**src/rtl/uart_transceiver.sv**
```systemverilog
// Full-duplex 8N1 UART: independent byte transmitter and receiver sharing one clock and baud setting.
// TX launches on a rising edge of uart_en; RX samples each bit once at its midpoint.
//
// state        | meaning
// TX_IDLE      | line high, waiting for a uart_en rising edge
// TX_SEND      | shifting out start, 8 data bits (LSB first) and stop
// RX_IDLE      | waiting for a falling edge on the synchronized line
// RX_RECV      | sampling start, data and stop bits at mid-bit
// RX_WAIT_HIGH | stop bit was low; waiting for the line to return high
module uart_transceiver #(
   parameter int CLK_FREQ = 100_000_000,
   parameter int UART_BPS = 115200
) (
   input  logic       sys_clk,
   input  logic       sys_rst,
   input  logic       uart_en,
   input  logic [7:0] uart_din,
   output logic       uart_tx_busy,
   output logic       uart_txd,
   input  logic       uart_rxd,
   output logic       uart_done,
   output logic [7:0] uart_data,
   output logic       uart_rx_busy,
   output logic       frame_err
);
   localparam int BPS_CNT = CLK_FREQ / UART_BPS;
   localparam int CW = $clog2(BPS_CNT);
   localparam logic [CW-1:0] CNT_MAX = CW'(BPS_CNT - 1);
   localparam logic [CW-1:0] CNT_MID = CW'(BPS_CNT / 2);

   typedef enum logic {TX_IDLE, TX_SEND} tx_state_t;
   typedef enum logic [1:0] {RX_IDLE, RX_RECV, RX_WAIT_HIGH} rx_state_t;

   tx_state_t     tx_state_q, tx_state_d;
   logic          en_d0_q, en_d1_q;
   logic [9:0]    tx_frame_q, tx_frame_d;
   logic [CW-1:0] tx_cnt_q, tx_cnt_d;
   logic [3:0]    tx_bit_q, tx_bit_d;
   logic          tx_start;

   rx_state_t     rx_state_q, rx_state_d;
   logic          rxd_s1_q, rxd_s2_q, rxd_s3_q;
   logic [CW-1:0] rx_cnt_q, rx_cnt_d;
   logic [3:0]    rx_bit_q, rx_bit_d;
   logic [7:0]    rx_shift_q, rx_shift_d;
   logic [7:0]    rx_data_q, rx_data_d;
   logic          rx_done_q, rx_done_d;
   logic          rx_err_q, rx_err_d;

   assign tx_start = en_d0_q & ~en_d1_q & (tx_state_q == TX_IDLE);

   // The frame register shifts in ones, so it is all-ones (line idle) once the stop bit ends.
   always_comb begin
      tx_state_d = tx_state_q;
      tx_frame_d = tx_frame_q;
      tx_cnt_d   = tx_cnt_q;
      tx_bit_d   = tx_bit_q;
      unique case (tx_state_q)
         TX_IDLE: begin
            if (tx_start) begin
               tx_state_d = TX_SEND;
               tx_frame_d = {1'b1, uart_din, 1'b0};
               tx_cnt_d   = CNT_MAX;
               tx_bit_d   = '0;
            end
         end
         TX_SEND: begin
            if (tx_cnt_q == '0) begin
               tx_cnt_d   = CNT_MAX;
               tx_frame_d = {1'b1, tx_frame_q[9:1]};
               if (tx_bit_q == 4'd9) tx_state_d = TX_IDLE;
               else                  tx_bit_d   = tx_bit_q + 4'd1;
            end else begin
               tx_cnt_d = tx_cnt_q - CW'(1);
            end
         end
         default: tx_state_d = TX_IDLE;
      endcase
   end

   always_comb begin
      rx_state_d = rx_state_q;
      rx_cnt_d   = rx_cnt_q;
      rx_bit_d   = rx_bit_q;
      rx_shift_d = rx_shift_q;
      rx_data_d  = rx_data_q;
      rx_done_d  = 1'b0;
      rx_err_d   = 1'b0;
      unique case (rx_state_q)
         RX_IDLE: begin
            if (rxd_s3_q & ~rxd_s2_q) begin
               rx_state_d = RX_RECV;
               rx_cnt_d   = '0;
               rx_bit_d   = '0;
            end
         end
         RX_RECV: begin
            if (rx_cnt_q == CNT_MAX) begin
               rx_cnt_d = '0;
               rx_bit_d = rx_bit_q + 4'd1;
            end else begin
               rx_cnt_d = rx_cnt_q + CW'(1);
            end
            // Leaving at mid-stop leaves half a bit to re-arm for a back-to-back start edge.
            if (rx_cnt_q == CNT_MID) begin
               if (rx_bit_q == 4'd0) begin
                  if (rxd_s2_q) rx_state_d = RX_IDLE;
               end else if (rx_bit_q == 4'd9) begin
                  if (rxd_s2_q) begin
                     rx_data_d  = rx_shift_q;
                     rx_done_d  = 1'b1;
                     rx_state_d = RX_IDLE;
                  end else begin
                     rx_err_d   = 1'b1;
                     rx_state_d = RX_WAIT_HIGH;
                  end
               end else begin
                  rx_shift_d = {rxd_s2_q, rx_shift_q[7:1]};
               end
            end
         end
         RX_WAIT_HIGH: begin
            if (rxd_s2_q) rx_state_d = RX_IDLE;
         end
         default: rx_state_d = RX_IDLE;
      endcase
   end

   always_ff @(posedge sys_clk) begin
      if (sys_rst) begin
         en_d0_q    <= 1'b0;
         en_d1_q    <= 1'b0;
         tx_state_q <= TX_IDLE;
         tx_frame_q <= '1;
         tx_cnt_q   <= '0;
         tx_bit_q   <= '0;
         rxd_s1_q   <= 1'b1;
         rxd_s2_q   <= 1'b1;
         rxd_s3_q   <= 1'b1;
         rx_state_q <= RX_IDLE;
         rx_cnt_q   <= '0;
         rx_bit_q   <= '0;
         rx_shift_q <= '0;
         rx_data_q  <= '0;
         rx_done_q  <= 1'b0;
         rx_err_q   <= 1'b0;
      end else begin
         en_d0_q    <= uart_en;
         en_d1_q    <= en_d0_q;
         tx_state_q <= tx_state_d;
         tx_frame_q <= tx_frame_d;
         tx_cnt_q   <= tx_cnt_d;
         tx_bit_q   <= tx_bit_d;
         rxd_s1_q   <= uart_rxd;
         rxd_s2_q   <= rxd_s1_q;
         rxd_s3_q   <= rxd_s2_q;
         rx_state_q <= rx_state_d;
         rx_cnt_q   <= rx_cnt_d;
         rx_bit_q   <= rx_bit_d;
         rx_shift_q <= rx_shift_d;
         rx_data_q  <= rx_data_d;
         rx_done_q  <= rx_done_d;
         rx_err_q   <= rx_err_d;
      end
   end

   assign uart_txd     = tx_frame_q[0];
   assign uart_tx_busy = (tx_state_q == TX_SEND);
   assign uart_rx_busy = (rx_state_q == RX_RECV);
   assign uart_done    = rx_done_q;
   assign uart_data    = rx_data_q;
   assign frame_err    = rx_err_q;
endmodule

```
**config.mk**
```make
export PLATFORM = sky130hd
export DESIGN_NAME = uart_transceiver
export DESIGN_NICKNAME = d
export VERILOG_FILES = /design/src/rtl/uart_transceiver.sv
export SDC_FILE = /design/constraint.sdc
export NUM_CORES = 1
export LEC_CHECK = 0
export ABC_AREA = 1
export CAP_MARGIN = 20
export CORE_ASPECT_RATIO = 0.9
export CORE_MARGIN = 8
export CORE_UTILIZATION = 40
export DETAILED_ROUTE_END_ITERATION = 8
export RECOVER_POWER = 50
export SETUP_SLACK_MARGIN = 0.5
export SLEW_MARGIN = 20
export SYNTH_ARGS = -nofsm -noshare
export SYNTH_HDL_FRONTEND = slang
export SYNTH_SLANG_ARGS = --single-unit
```
**constraint.sdc**
```tcl
create_clock -name sys_clk -period 1.4 [get_ports sys_clk]
set_input_delay 0.28 -clock sys_clk [delete_from_list [all_inputs] [get_ports sys_clk]]
set_output_delay 0.28 -clock sys_clk [all_outputs]
set_load 0.01 [all_outputs]
```
# ---- After elaboration in Yosys (flattened, before gate mapping)
# Cells that the tools add are included.
dict set report word_totals {
  romBits 0
  latchBits 0
  reg_bits 64
  mem_bits_rw 0
  n_memories 0
}
dict set report op_classes {
  mux 29
  reduce_logical 12
  n_bitwise 10
  div 0
  eq_ne 13
  addsub 4
  multipliers 0
  shifts 0
  magnitude_cmp 0
}
# op count
set ops {}
lappend ops {{10-bit 2-to-1 mux} 6}
lappend ops {{10-bit one-hot mux with 2 select lines} 3}
lappend ops {{4-bit 2-to-1 mux} 5}
lappend ops {{4-bit one-hot mux with 2 select lines} 2}
lappend ops {{2-bit 2-to-1 mux} 6}
lappend ops {{10-bit by 1-bit adder with 10-bit output, second input constant} 1}
lappend ops {{10-bit == test, second input constant} 1}
lappend ops {{10-bit by 9-bit == test with 1-bit output, second input constant} 1}
lappend ops {{10-bit zero test} 1}
lappend ops {{10-bit by 1-bit subtractor with 10-bit output, second input constant} 1}
lappend ops {{3-bit AND reduction} 3}
lappend ops {{4-bit by 1-bit adder with 4-bit output, second input constant} 2}
lappend ops {{4-bit == test, second input constant} 2}
lappend ops {{1-bit inverter} 7}
lappend ops {{2-bit by 1-bit != test with 1-bit output, second input constant} 3}
lappend ops {{2-bit != test, second input constant} 3}
lappend ops {{2-bit one-hot mux with 3 select lines} 1}
lappend ops {{1-bit 2-to-1 mux} 5}
lappend ops {{5-bit AND reduction} 1}
lappend ops {{5-bit OR reduction} 1}
lappend ops {{4-bit zero test} 1}
lappend ops {{2-bit AND reduction} 2}
lappend ops {{4-bit AND reduction} 1}
lappend ops {{1-bit AND} 3}
lappend ops {{6 further kinds} 6}

# ---- Depth between registers and ports, before layout
# Gate-level depths: netlist (run 1).
dict set report depth {
  depth_word 5
  ltp_mapped 11
  mapped_depth_nobuf 11
}

# ---- Least setup slack after synthesis (run 1)
# No wires, ideal clock.
dict set report synth_timing {
  path_kind {register -> register}
  startpoint {reg tx_cnt_q[0]}
  endpoint {reg tx_frame_q[0]}
  period_less_slack_ps 1486
  stages_incl_launch_ff 11
  path_slack_ps -86
  t_arrival_ps 1356
  t_required_ps 1270
  path_cell_list {dfxtp_1 -> inv_1 -> ha_1 -> nand3_1 -> nor2_2 -> nand3_1 -> nand2_1 -> inv_2 -> buf_2 -> nand2_1 -> nand3_1}
}
dict set report synth_between {
  elab_chain_cells 3
}
# element line
set synth_lines {}
lappend synth_lines {{from (decl)} 37} ;# logic [CW-1:0] tx_cnt_q, tx_cnt_d;
lappend synth_lines {{from (signal assigned)} 152} ;# tx_cnt_q <= tx_cnt_d;
lappend synth_lines {{10-bit zero test} 68} ;# if (tx_cnt_q == '0) begin
lappend synth_lines {{2-bit by 1-bit != test with 1-bit output (no source line)} n/a}
lappend synth_lines {{2-bit AND reduction (no source line)} n/a}
lappend synth_lines {{to (signal assigned)} 151} ;# tx_frame_q <= tx_frame_d;
lappend synth_lines {{to (decl)} 36} ;# logic [9:0] tx_frame_q, tx_frame_d;
# No other way between the ends.
# A chain may end at the register's enable or synchronous reset.

# ---- Final worst setup path (run 1)
dict set report layout_timing {
  startpoint {reg rx_bit_q[0]}
  endpoint {reg rx_shift_q[3]}
}
dict set report layout_between {
  elab_chain_cells 3
  word_cells_on_any_way 5
  cone_classes {eq/ne: 1; bitwise: 2; reduce/logical: 2}
}
# element line
set layout_lines {}
lappend layout_lines {{from (decl)} 44} ;# logic [3:0] rx_bit_q, rx_bit_d;
lappend layout_lines {{from (signal assigned)} 159} ;# rx_bit_q <= rx_bit_d;
lappend layout_lines {{4-bit == test or 4-bit zero test (tied branches)} {108, 106}}
lappend layout_lines {{1-bit inverter (no source line)} n/a}
lappend layout_lines {{4-bit AND reduction (no source line) *} n/a}
lappend layout_lines {{to (signal assigned)} 160} ;# rx_shift_q <= rx_shift_d;
lappend layout_lines {{to (decl)} 45} ;# logic [7:0] rx_shift_q, rx_shift_d;
# Every way passes the cells marked *; elsewhere a longest branch is shown, timed or not.

==> results.yml, run 1 <==
run_status:
  outcome: "complete, no violations"
final_layout:
  post_route_cells_drive_above_1_share_pct: 41.0
  footprint_of_the_multi_input_gates_mm2: 0.00213
  num-nets-final: 559
  layout.core_utilization_pct: 60.4
  syn2layout_area_growth_pct: 49.7
  final.fill_count: 696
  regArea_mm2: 0.00131
  n_antenna_cell: 0
power_and_ir_drop:
  total_leakage_power_nw: 2.01
  power_density_mw_per_mm2: 953
  total_power_mw: 4.53
  switching_power_mw: 1.28
  p_int_mw: 3.25
  combPwrFrac_pct: 20.2
  max-vdd-ir-drop_v: 0.000606
  share_seq_of_total_power_pct: 42.6
  share_clk_of_total_power_pct: 37.2
  power_switching_share_pct: 28.3
global_route:
  initial_antenna_violation_count: 0
  grt_pass1_wl_mm: 13.5
  global_route.overflow_total: 0
  first_global_vias: 3053
  global_route.usage.total_pct: 15.0
  largest_net_degree_at_the_start_of_global_routing: 22
yosys:
  yosys.cell_types.count: 33
  syn_nets: 484
  synth_top_cell_by_area: "dfxtp_1"
  ys.warnings.count: 0
  synth_area_leaders: "dfxtp_1 40%, nand2_1 15%, nor2_1 8.0%"
  synthesis.instances: 464
  yosys_register_bits: 63
  mappedNetlistArea_mm2: 0.00318
  synth_top_cell_area_share_pct: 39.7
  synth.yosys.seq_area_share_pct: 39.7
  post_synth.cell_area_avg_um2: 6.85
worst_setup_path:
  critical_path.startpoint_type: "flop"
  type_of_element_capturing_the_critical_path: "flop"
  wp_data_required_ns: 1.67
  critPathSlowestCell: "dfxtp_4"
  worstPathMaxFanout: 8
  worstPathCellList: "inv_4 > ha_4 > nand3_4 > nand2_4 > inv_4 > nand2_8 > nor2_4 > nor2_1 > nor2_1"
  worst_path_largest_cell_delay_ns: 0.39
  type_of_the_worst_setup_path: "reg -> reg"
  cp_data_arrival_time_ns: 1.63
detailed_routing:
  detail_route.wirelength_mm: 7.92
  drt_first_iter_violations: 121
  detailedRoute.firstPassIterationCount: 4
  drc: 0
  routed_wire_length_per_instance_um: 12.3
  route.antenna.remaining_nets: 0
  vias: 3054
  post_drt_via_cell_ratio: 4.75
clocking:
  tritoncts.num_buffers: 9
  buffer_depth_of_the_longest_clock_path: 2
  worst_skew_pair.late_latency_ns: 0.34
  clock_sink_count: 63
  tritoncts: "yes"
  clk_pin_slew_ns: 0.08
  htree_num_levels: 3
  hold_buffers: 0
  clockRootBuffer: "clkbuf_8"
timing:
  post-route-period-util_pct: 96.5
  rsz0062_at_grt: "true"
  timing.max_slew.rel_slack_pct: 75.9
  fmaxAchievable_ghz: 0.740
  setup-violations-final: 0
  fin_ws_ns: 0.0484
  worst_pin_slew_ns: 0.360
  period_needed_ns: 1.35
  fin_skew_ns: 0.00984
  drv_slew: 0
  finalHoldViolations: 0
worst_hold_path:
  worstHoldPathType: "reg -> reg"
die:
  die_x_um: 110
  core_region_area_mm2: 0.00787
  design.die.area_mm2: 0.0111
  die_y_um: 101
  initial_utilization_pct: 40.4
  num_rows: 31
  number_of_placed_i_o_pins: 25
run:
  drv_cap: 0
placement:
  routabilityCongestion: 0.768
  dpl_worst_slack_ns: -0.0319
  post-dp-hpwl_mm: 5.27
  numPortBuffers: 24
[power by group through the flow]
stage                     Sequential (mW)  Combinational (mW)  Clock [mW]
after floorplan                      1.97               0.505           0
after global placement               1.97               0.715           0
after detailed placement             1.97               0.721           0
after CTS                            1.93               0.832        1.73
after global routing                 1.94                1.02        1.82
final                                1.93               0.914        1.69
[worst max-delay path, delay by kind of cell (launching register included)]
kind / cells / cell delay [ns]
and+or+nand+nor: 6 / 0.61
adders and majority gates: 1 / 0.15
DFF: 1 / 0.39
buffers and inverters: 2 / 0.13
[sequential cells by signal, indices dropped and copies added, names as in the netlist]
register / cells
rx_cnt_q: 10
tx_cnt_q: 10
tx_frame_q: 9
rx_shift_q: 8
uart_data: 8
rx_bit_q: 4
tx_bit_q: 4
rx_state_q: 2
en_d0_q: 1
en_d1_q: 1
frame_err: 1
rxd_s1_q: 1
rxd_s2_q: 1
rxd_s3_q: 1
uart_done: 1
uart_tx_busy: 1
[layer usage]
layer	GRT usage [%]	part of all wire, %	up-vias	routed length [um]
li1	-	-	1599	-
met1	18.5	46	1403	3660
met2	24.4	48	42	3830
met3	4.28	4.0	10	316
met4	4.98	1.6	0	126
met5	0	0	-	0
[cells in the mapped netlist, drive strengths merged]
| master | count |
|---|---|
| buf | 7 |
| a21oi | 26 |
| o21ai | 9 |
| dfxtp | 63 |
| nor3 | 5 |
| clkinv | 1 |
| inv | 56 |
| nor2 | 73 |
| xor2 | 9 |
| or2 | 3 |
| o211ai | 1 |
| o22ai | 1 |
| xnor2 | 2 |
| clkbuf | 7 |
| nand2 | 135 |
| nand4 | 7 |
| nand3 | 47 |
| ha | 8 |
| nand3b | 4 |
[metrics by stage]
| step | cells | TNS [ns] | cell area (um^2) | hold slack, ns |
|---|---|---|---|---|
| floorplan | 464 | 0 | 3430 | 0.384 |
| global placement | 605 | -0.0516 | 3970 | 0.403 |
| detailed placement | 605 | -0.0484 | 3970 | 0.402 |
| CTS | 635 | 0 | 4520 | 0.418 |
| global route | 643 | -0.530 | 4760 | 0.421 |
| finish | 643 | 0 | 4760 | 0.412 |
[placed cells by master, fill, tap and decap left out, types with 9 or more instances in the layout]
master / n
buf_4: 37
nand3_2: 10
inv_4: 9
dfxtp_4: 9
inv_1: 35
dfxtp_1: 44
clkbuf_8: 10
nand2_2: 24
nor2_1: 53
inv_2: 11
nand3_1: 29
nand2_4: 10
a21oi_1: 18
dfxtp_2: 10
buf_6: 23
nand2_1: 99
clkdlybuf4s50_1: 10
nor2_4: 12
[worst paths after layout]
check / from / slack, ns / depth (start not counted) / end
min: rxd_s1_q$_SDFF_PP1_ / 0.41 / 1 / rxd_s2_q$_SDFF_PP1_
max reg2reg: rx_bit_q[0]$_SDFFE_PP0P_ / 0.05 / 9 / rx_shift_q[3]$_SDFFE_PP0P_
max: rx_bit_q[0]$_SDFFE_PP0P_ / 0.05 / 9 / rx_shift_q[3]$_SDFFE_PP0P_
min reg2reg: rxd_s1_q$_SDFF_PP1_ / 0.41 / 1 / rxd_s2_q$_SDFF_PP1_
[cells by family (layout without fill, tap and decap cells)]
| group | Yosys count | in the layout | share of synthesized area [%] |
|---|---|---|---|
| and+or+nand+nor | 274 | 275 | 38.8 |
| buffers and inverters | 71 | 150 | 9.41 |
| DFF | 63 | 63 | 39.7 |
| AOI/OAI and AO/OA | 37 | 37 | 5.94 |
| xor gates and xnor gates | 11 | 11 | 3.03 |
| adders and majority gates | 8 | 8 | 3.15 |
[layout make-up]
type	instances	share of cell area (%)
Inverter	57	5.16
Tap cell	99	2.60
Clock buffer	11	3.42
Multi-Input combinational cell	331	44.7
Sequential cell	63	27.5
Clock inverter	5	1.13
Timing Repair Buffer	77	15.5
[what timing repair did]
action	4_1_cts	5_1_grt
endpoints found under the setup margin	74	74
pin swaps	51	37
buffers inserted	13	8
resized for setup	138	52
hold endpoints to repair	0	0
cloned	1	0
No activity file was read; power rests on OpenSTA's default activity.
==> run 2, diff against run 1 <==
--- a/config.mk
+++ b/config.mk
@@ -7,10 +7,11 @@
 export LEC_CHECK = 0
 export ABC_AREA = 1
 export CAP_MARGIN = 20
-export CORE_ASPECT_RATIO = 0.9
+export CORE_ASPECT_RATIO = 1.75
 export CORE_MARGIN = 8
-export CORE_UTILIZATION = 40
+export CORE_UTILIZATION = 52
 export DETAILED_ROUTE_END_ITERATION = 8
+export PLACE_DENSITY = 0.75
 export RECOVER_POWER = 50
 export SETUP_SLACK_MARGIN = 0.5
 export SLEW_MARGIN = 20
==> run 2 against run 1 <==
Against the previous run:
- the flow now finishes with violations (setup timing)
- count of clock-buffer cells in the layout unchanged
- clock power down 5%
- sequential power about the same
- combinational power up 20%
- global-route usage up 4.2 points
- core utilization up 22 points
- sequential share of layout area down 0.57 points
- non-clock buffer count down 1
- via count up 6.0%
- final area up 2.4%
- setup slack worse by 0.14 ns
- critical endpoint is now tx_cnt_q[7]$_SDFFE_PP0P_
- largest cell class unchanged
==> results.yml, run 2 (synthesis gave the netlist of run 1 again) <==
run_status:
  outcome: "finished with violations"
  failed_checks: "setup timing"
global_route:
  grt_pass1_wl_mm: 13.6
  initial_antenna_violation_count: 0
  largest_net_degree_at_the_start_of_global_routing: 36
  first_global_vias: 3163
  global_route.overflow_total: 0
  global_route.usage.total_pct: 19.2
worst_setup_path:
  type_of_the_worst_setup_path: "reg -> reg"
  worstPathCellList: "nor2_1 > nand2_1 > o21ai_0 > nand2_1 > nor2_1 > nor2_1 > nor2_1"
  critical_path.reg2reg.endpoint: "tx_cnt_q[7]$_SDFFE_PP0P_"
  worstPathMaxFanout: 4
  critical_path.endpoint: "tx_cnt_q[7]$_SDFFE_PP0P_"
  path_common_cell: "nor2_1"
  setup.reg_to_reg.worst_slack_ns: -0.09
  critical_path.startpoint_type: "flop"
  cp_data_arrival_time_ns: 1.77
  wp_data_required_ns: 1.68
  worstPathBufferInverterCount: 0
  type_of_element_capturing_the_critical_path: "flop"
  worst-r2r-cell-count: 7
  crit_start: "tx_cnt_q[2]$_SDFFE_PP0P_"
  critPathSlowestCell: "dfxtp_1"
  timing.rr.start: "tx_cnt_q[2]$_SDFFE_PP0P_"
  worst_path_largest_cell_delay_ns: 0.39
  cell_family_with_the_largest_share_of_critical_path_delay: "simple AND/OR/NAND/NOR gates"
  path_depth: 7
detailed_routing:
  routed_wire_length_per_instance_um: 15.1
  route.antenna.remaining_nets: 0
  drc: 0
  detailedRoute.firstPassIterationCount: 4
  vias: 3236
  detail_route.wirelength_mm: 9.39
  drt_first_iter_violations: 213
  post_drt_via_cell_ratio: 5.20
die:
  initial_utilization_pct: 54.1
  die_x_um: 75.1
  design.die.area_mm2: 0.00897
  core_region_area_mm2: 0.00588
  num_rows: 37
  number_of_placed_i_o_pins: 25
  die_y_um: 119
power_and_ir_drop:
  max-vdd-ir-drop_v: 0.000929
  combPwrFrac_pct: 23.6
  power_density_mw_per_mm2: 955
  switching_power_mw: 1.44
  share_clk_of_total_power_pct: 34.6
  share_seq_of_total_power_pct: 41.8
  power_switching_share_pct: 30.9
  p_int_mw: 3.22
  total_leakage_power_nw: 2.06
timing:
  rsz0062_at_grt: "true"
  period_needed_ns: 1.49
  worst_pin_slew_ns: 0.574
  post-route-period-util_pct: 107
  drv_slew: 0
  hold_ws_ns: 0.393
  fin_setup_tns_ns: -0.301
  timing.max_slew.rel_slack_pct: 61.7
  fmaxAchievable_ghz: 0.671
  finalHoldViolations: 0
  fin_ws_ns: -0.0913
  setup-violations-final: 11
  fin_skew_ns: 0.00730
placement:
  routabilityCongestion: 0.934
  place_area_mm2: 0.00391
  numPortBuffers: 24
  post-dp-hpwl_mm: 5.36
clocking:
  clock_sink_count: 63
  buffer_depth_of_the_longest_clock_path: 2
  clk_pin_slew_ns: 0.07
  worst_skew_pair.late_latency_ns: 0.35
  tritoncts: "yes"
  clockRootBuffer: "clkbuf_8"
  tritoncts.num_buffers: 9
  htree_num_levels: 3
final_layout:
  largestRegisters: "rx_cnt_q (10), tx_cnt_q (10), tx_frame_q (9)"
  layout.core_utilization_pct: 82.9
  num-nets-final: 559
  mostFrequentLayoutCell: "nand2_1"
  mostFrequentLayoutCells: "93 x nand2_1, 50 x nor2_1, 37 x dfxtp_1"
  post_route_cells_drive_above_1_share_pct: 45.4
  design_area_mm2: 0.00487
  final.fill_count: 357
  n_antenna_cell: 0
  syn2layout_area_growth_pct: 53.3
run:
  drv_cap: 0
worst_hold_path:
  worstHoldPathType: "in -> reg"
  timing.hold.worst_path_depth: 3
  worst_hold_startpoint: "sys_rst"
[run 2: cell types whose count changed in the layout (fill, tap and decap cells not counted), moves of 3 or more]
| cell | change |
|---|---|
| a21oi_1 | -4 |
| nor2_2 | +4 |
| nand2_1 | -6 |
| nand3_1 | -6 |
| nand3_2 | +6 |
| nor2_1 | -3 |
| clkbuf_1 | +3 |
| dfxtp_1 | -7 |
| dfxtp_2 | +9 |
| clkinv_2 | -3 |
| buf_4 | -5 |
| a21oi_2 | +4 |
| nand2_4 | +6 |
[run 2: power groups by stage]
| stage | clock [mW] | combinational (mW) | sequential, mW |
|---|---|---|---|
| after floorplan | 0 | 0.505 | 1.97 |
| after global placement | 0 | 0.701 | 1.97 |
| after detailed placement | 0 | 0.717 | 1.98 |
| after CTS | 1.63 | 0.865 | 1.93 |
| after global routing | 1.70 | 1.18 | 1.95 |
| final | 1.61 | 1.10 | 1.94 |
[run 2: stage by stage]
step	cells	setup slack (ns)	power, mW
after floorplan	464	0.0489	2.48
after global placement	580	-0.0815	2.67
after detailed placement	580	-0.0887	2.69
after CTS	612	0.0203	4.43
after global routing	622	-0.176	4.83
final	622	-0.0913	4.65
[run 2: how the worst min path moves through the flow]
stage / end
after floorplan: rxd_s1_q$_SDFF_PP1_
after global placement: rxd_s2_q$_SDFF_PP1_
after detailed placement: rxd_s2_q$_SDFF_PP1_
after CTS: uart_done$_SDFF_PP0_
after global routing: uart_done$_SDFF_PP0_
final: uart_done$_SDFF_PP0_
[run 2: area by class of cell]
class | count | area, um^2 | share of cell area (%)
Clock buffer | 11 | 141 | 2.90
Sequential cell | 63 | 1310 | 26.9
Clock inverter | 5 | 55.1 | 1.13
Inverter | 57 | 251 | 5.16
Timing Repair inverter | 1 | 11.3 | 0.231
Timing Repair Buffer | 76 | 752 | 15.4
Multi-Input combinational cell | 331 | 2250 | 46.2
Tap cell | 78 | 97.6 | 2.00
[run 2: worst register-to-register path, delay by kind of cell (launching register included)]
family / cells / cell delay, ns
AOI/OAI and AO/OA: 1 / 0.29
DFF: 1 / 0.39
and+or+nand+nor: 6 / 0.74
[run 2: timing repair]
| action | 4_1_cts | 5_1_grt |
|---|---|---|
| gates resized for setup | 130 | 93 |
| pin swaps | 41 | 42 |
| endpoints found under the setup margin | 73 | 71 |
| hold buffers | 0 | 0 |
| buffers inserted | 15 | 9 |
| gates cloned | 1 | 1 |
[run 2: per-layer routing]
layer  wire length, um  track usage [%]  vias to the layer above
li1                  -                -                     1598
met5                 0                0                        -
met2              5420             34.1                       78
met4               265             11.9                        0
met3               300             4.45                       26
met1              3410             18.8                     1534
==> run 3, diff against run 2 <==
--- a/config.mk
+++ b/config.mk
@@ -8,7 +8,7 @@
 export ABC_AREA = 1
 export CAP_MARGIN = 20
 export CORE_ASPECT_RATIO = 1.75
-export CORE_MARGIN = 8
+export CORE_MARGIN = 3
 export CORE_UTILIZATION = 52
 export DETAILED_ROUTE_END_ITERATION = 8
 export PLACE_DENSITY = 0.75
==> run 3 against run 2 <==
Against the previous run:
- non-clock buffer count down 5
- first-iteration DRC count down 20%
- critical path depth up 2
- sequential power about the same
- the flow still finishes with violations (setup timing)
- setup slack better by 0.047 ns
- hold slack worse by 0.020 ns
- wire length down 6.7%
==> results.yml, run 3 (synthesis gave the netlist of run 1 again) <==
final_layout:
  post_route_cells_drive_above_1_share_pct: 46.2
  final.fill_count: 386
  post_layout_nonfiller_instances: 617
  footprint_of_the_multi_input_gates_mm2: 0.00222
  syn2layout_area_growth_pct: 50.0
  n_antenna_cell: 0
  mostFrequentLayoutCells: "90 x nand2_1, 54 x nor2_1, 35 x dfxtp_1"
  num-nets-final: 555
  regArea_mm2: 0.00131
  largestRegisters: "rx_cnt_q (10), tx_cnt_q (10), tx_frame_q (9)"
  layout.core_utilization_pct: 81.1
  mostFrequentLayoutCell: "nand2_1"
worst_setup_path:
  setup.reg_to_reg.worst_slack_ns: -0.04
  critical_path.endpoint: "rx_shift_q[7]$_SDFFE_PP0P_"
  critical_path.reg2reg.endpoint: "rx_shift_q[7]$_SDFFE_PP0P_"
  worstPathMaxFanout: 8
  wp_data_required_ns: 1.63
  timing.rr.start: "rx_cnt_q[0]$_SDFFE_PP0P_"
  worstPathCellList: "inv_4 > ha_4 > nand3_4 > nand3b_4 > buf_12 > nor2_8 > nand2_1 > nand2_1 > nor2_1"
  path_common_cell: "nand2_1"
  cp_data_arrival_time_ns: 1.68
  type_of_the_worst_setup_path: "reg -> reg"
  type_of_element_capturing_the_critical_path: "flop"
  crit_start: "rx_cnt_q[0]$_SDFFE_PP0P_"
  critical_path.startpoint_type: "flop"
  worst-r2r-cell-count: 9
  worst_path_largest_cell_delay_ns: 0.36
  critPathSlowestCell: "dfxtp_4"
power_and_ir_drop:
  max-vdd-ir-drop_v: 0.000713
  total_leakage_power_nw: 1.99
  power_density_mw_per_mm2: 899
timing:
  fin_ws_ns: -0.0440
  setup-violations-final: 3
  period_needed_ns: 1.44
  timing.max_slew.rel_slack_pct: 75.3
  rsz0062_at_grt: "true"
  drv_slew: 0
  hold_ws_ns: 0.373
  finalHoldViolations: 0
  fmaxAchievable_ghz: 0.693
  worst_pin_slew_ns: 0.368
  fin_skew_ns: 0.00649
  fin_setup_tns_ns: -0.0592
  post-route-period-util_pct: 103
worst_hold_path:
  worstHoldPathType: "in -> reg"
global_route:
  first_global_vias: 3072
  global_route.overflow_total: 0
  global_route.usage.total_pct: 23.7
  initial_antenna_violation_count: 0
  grt_pass1_wl_mm: 13.2
  largest_net_degree_at_the_start_of_global_routing: 36
die:
  die_x_um: 65.1
  die_y_um: 109
  design.die.area_mm2: 0.00712
  num_rows: 37
  core_region_area_mm2: 0.00588
  initial_utilization_pct: 54.1
  number_of_placed_i_o_pins: 25
placement:
  post-dp-hpwl_mm: 5.15
  dp_cells: 576
  routabilityCongestion: 0.866
  numPortBuffers: 24
detailed_routing:
  drt_first_iter_violations: 171
  drc: 0
  wl_met1_mm: 3.01
  detail_route.wirelength_mm: 8.76
  highest_routed_metal_layer: "met4"
  post_drt_via_cell_ratio: 5.25
  met2_length_mm: 5.02
  vias: 3240
  routed_wire_length_per_instance_um: 14.2
  met3RoutedLength_um: 322
  route.antenna.remaining_nets: 0
  detailedRoute.firstPassIterationCount: 6
run_status:
  outcome: "finished with violations"
  failed_checks: "setup timing"
clocking:
  buffer_depth_of_the_longest_clock_path: 2
  hold_buffers: 0
  worst_skew_pair.late_latency_ns: 0.34
  clock_sink_count: 63
  tritoncts: "yes"
  htree_num_levels: 3
  tritoncts.num_buffers: 9
  clk_pin_slew_ns: 0.07
  clockRootBuffer: "clkbuf_8"
run:
  drv_cap: 0
-- run 3: timing repair --
| action | 4_1_cts | 5_1_grt |
|---|---|---|
| pin swaps | 46 | 30 |
| cloned | 4 | 1 |
| endpoints found under the hold margin | 0 | 0 |
| endpoints found under the setup margin | 73 | 74 |
| setup buffers | 15 | 6 |
| gates resized for setup | 137 | 77 |
-- run 3: per-stage QoR --
step	total power, mW	worst slack (ns)	instance area [um^2]
final	4.29	-0.0440	4770
after global routing	4.50	-0.117	4770
after CTS	4.15	0.0512	4410
after detailed placement	2.68	-0.0434	3880
after global placement	2.66	-0.0519	3880
after floorplan	2.48	0.0489	3430
-- run 3: layout make-up --
cell class / count / share of cell area, %
well taps: 78 / 2.05
repair buffers: 71 / 15.1
flip-flops and latches: 63 / 27.5
repair inverters: 1 / 0.236
clock inverters: 4 / 0.472
multi-input cells: 332 / 46.6
inverters: 57 / 5.06
clock buffers: 11 / 2.97
-- run 3: how the worst min path moves through the flow --
stage,from,to,slack (ns),cells past startpoint
finish,sys_rst,rx_cnt_q[8]$_SDFFE_PP0P_,0.37,3
floorplan,uart_rxd,rxd_s1_q$_SDFF_PP1_,0.38,1
global route,sys_rst,rx_cnt_q[8]$_SDFFE_PP0P_,0.37,3
global placement,en_d0_q$_SDFF_PP0_,en_d1_q$_SDFF_PP0_,0.41,2
detailed placement,en_d0_q$_SDFF_PP0_,en_d1_q$_SDFF_PP0_,0.41,2
CTS,en_d0_q$_SDFF_PP0_,en_d1_q$_SDFF_PP0_,0.42,2
-- run 3: layer usage --
layer / GRT usage (%) / vias up
met3: 3.99 / 32
met4: 12.2 / 0
met5: 0 / -
li1: - / 1602
met1: 23.3 / 1515
met2: 46.3 / 91
-- run 3: worst max-delay path: cells and delay by family, from the launching register on --
kind	cells	cell delay (ns)
buffers and inverters	2	0.22
and+or+nand+nor	6	0.62
adders and majority gates	1	0.14
DFF	1	0.36
-- run 3: report_power, final --
group / internal (mW) / leakage, nW / switching (mW)
clock: 0.672 / 0.0850 / 0.695
sequential: 1.87 / 0.526 / 0.0743
combinational: 0.433 / 1.38 / 0.543
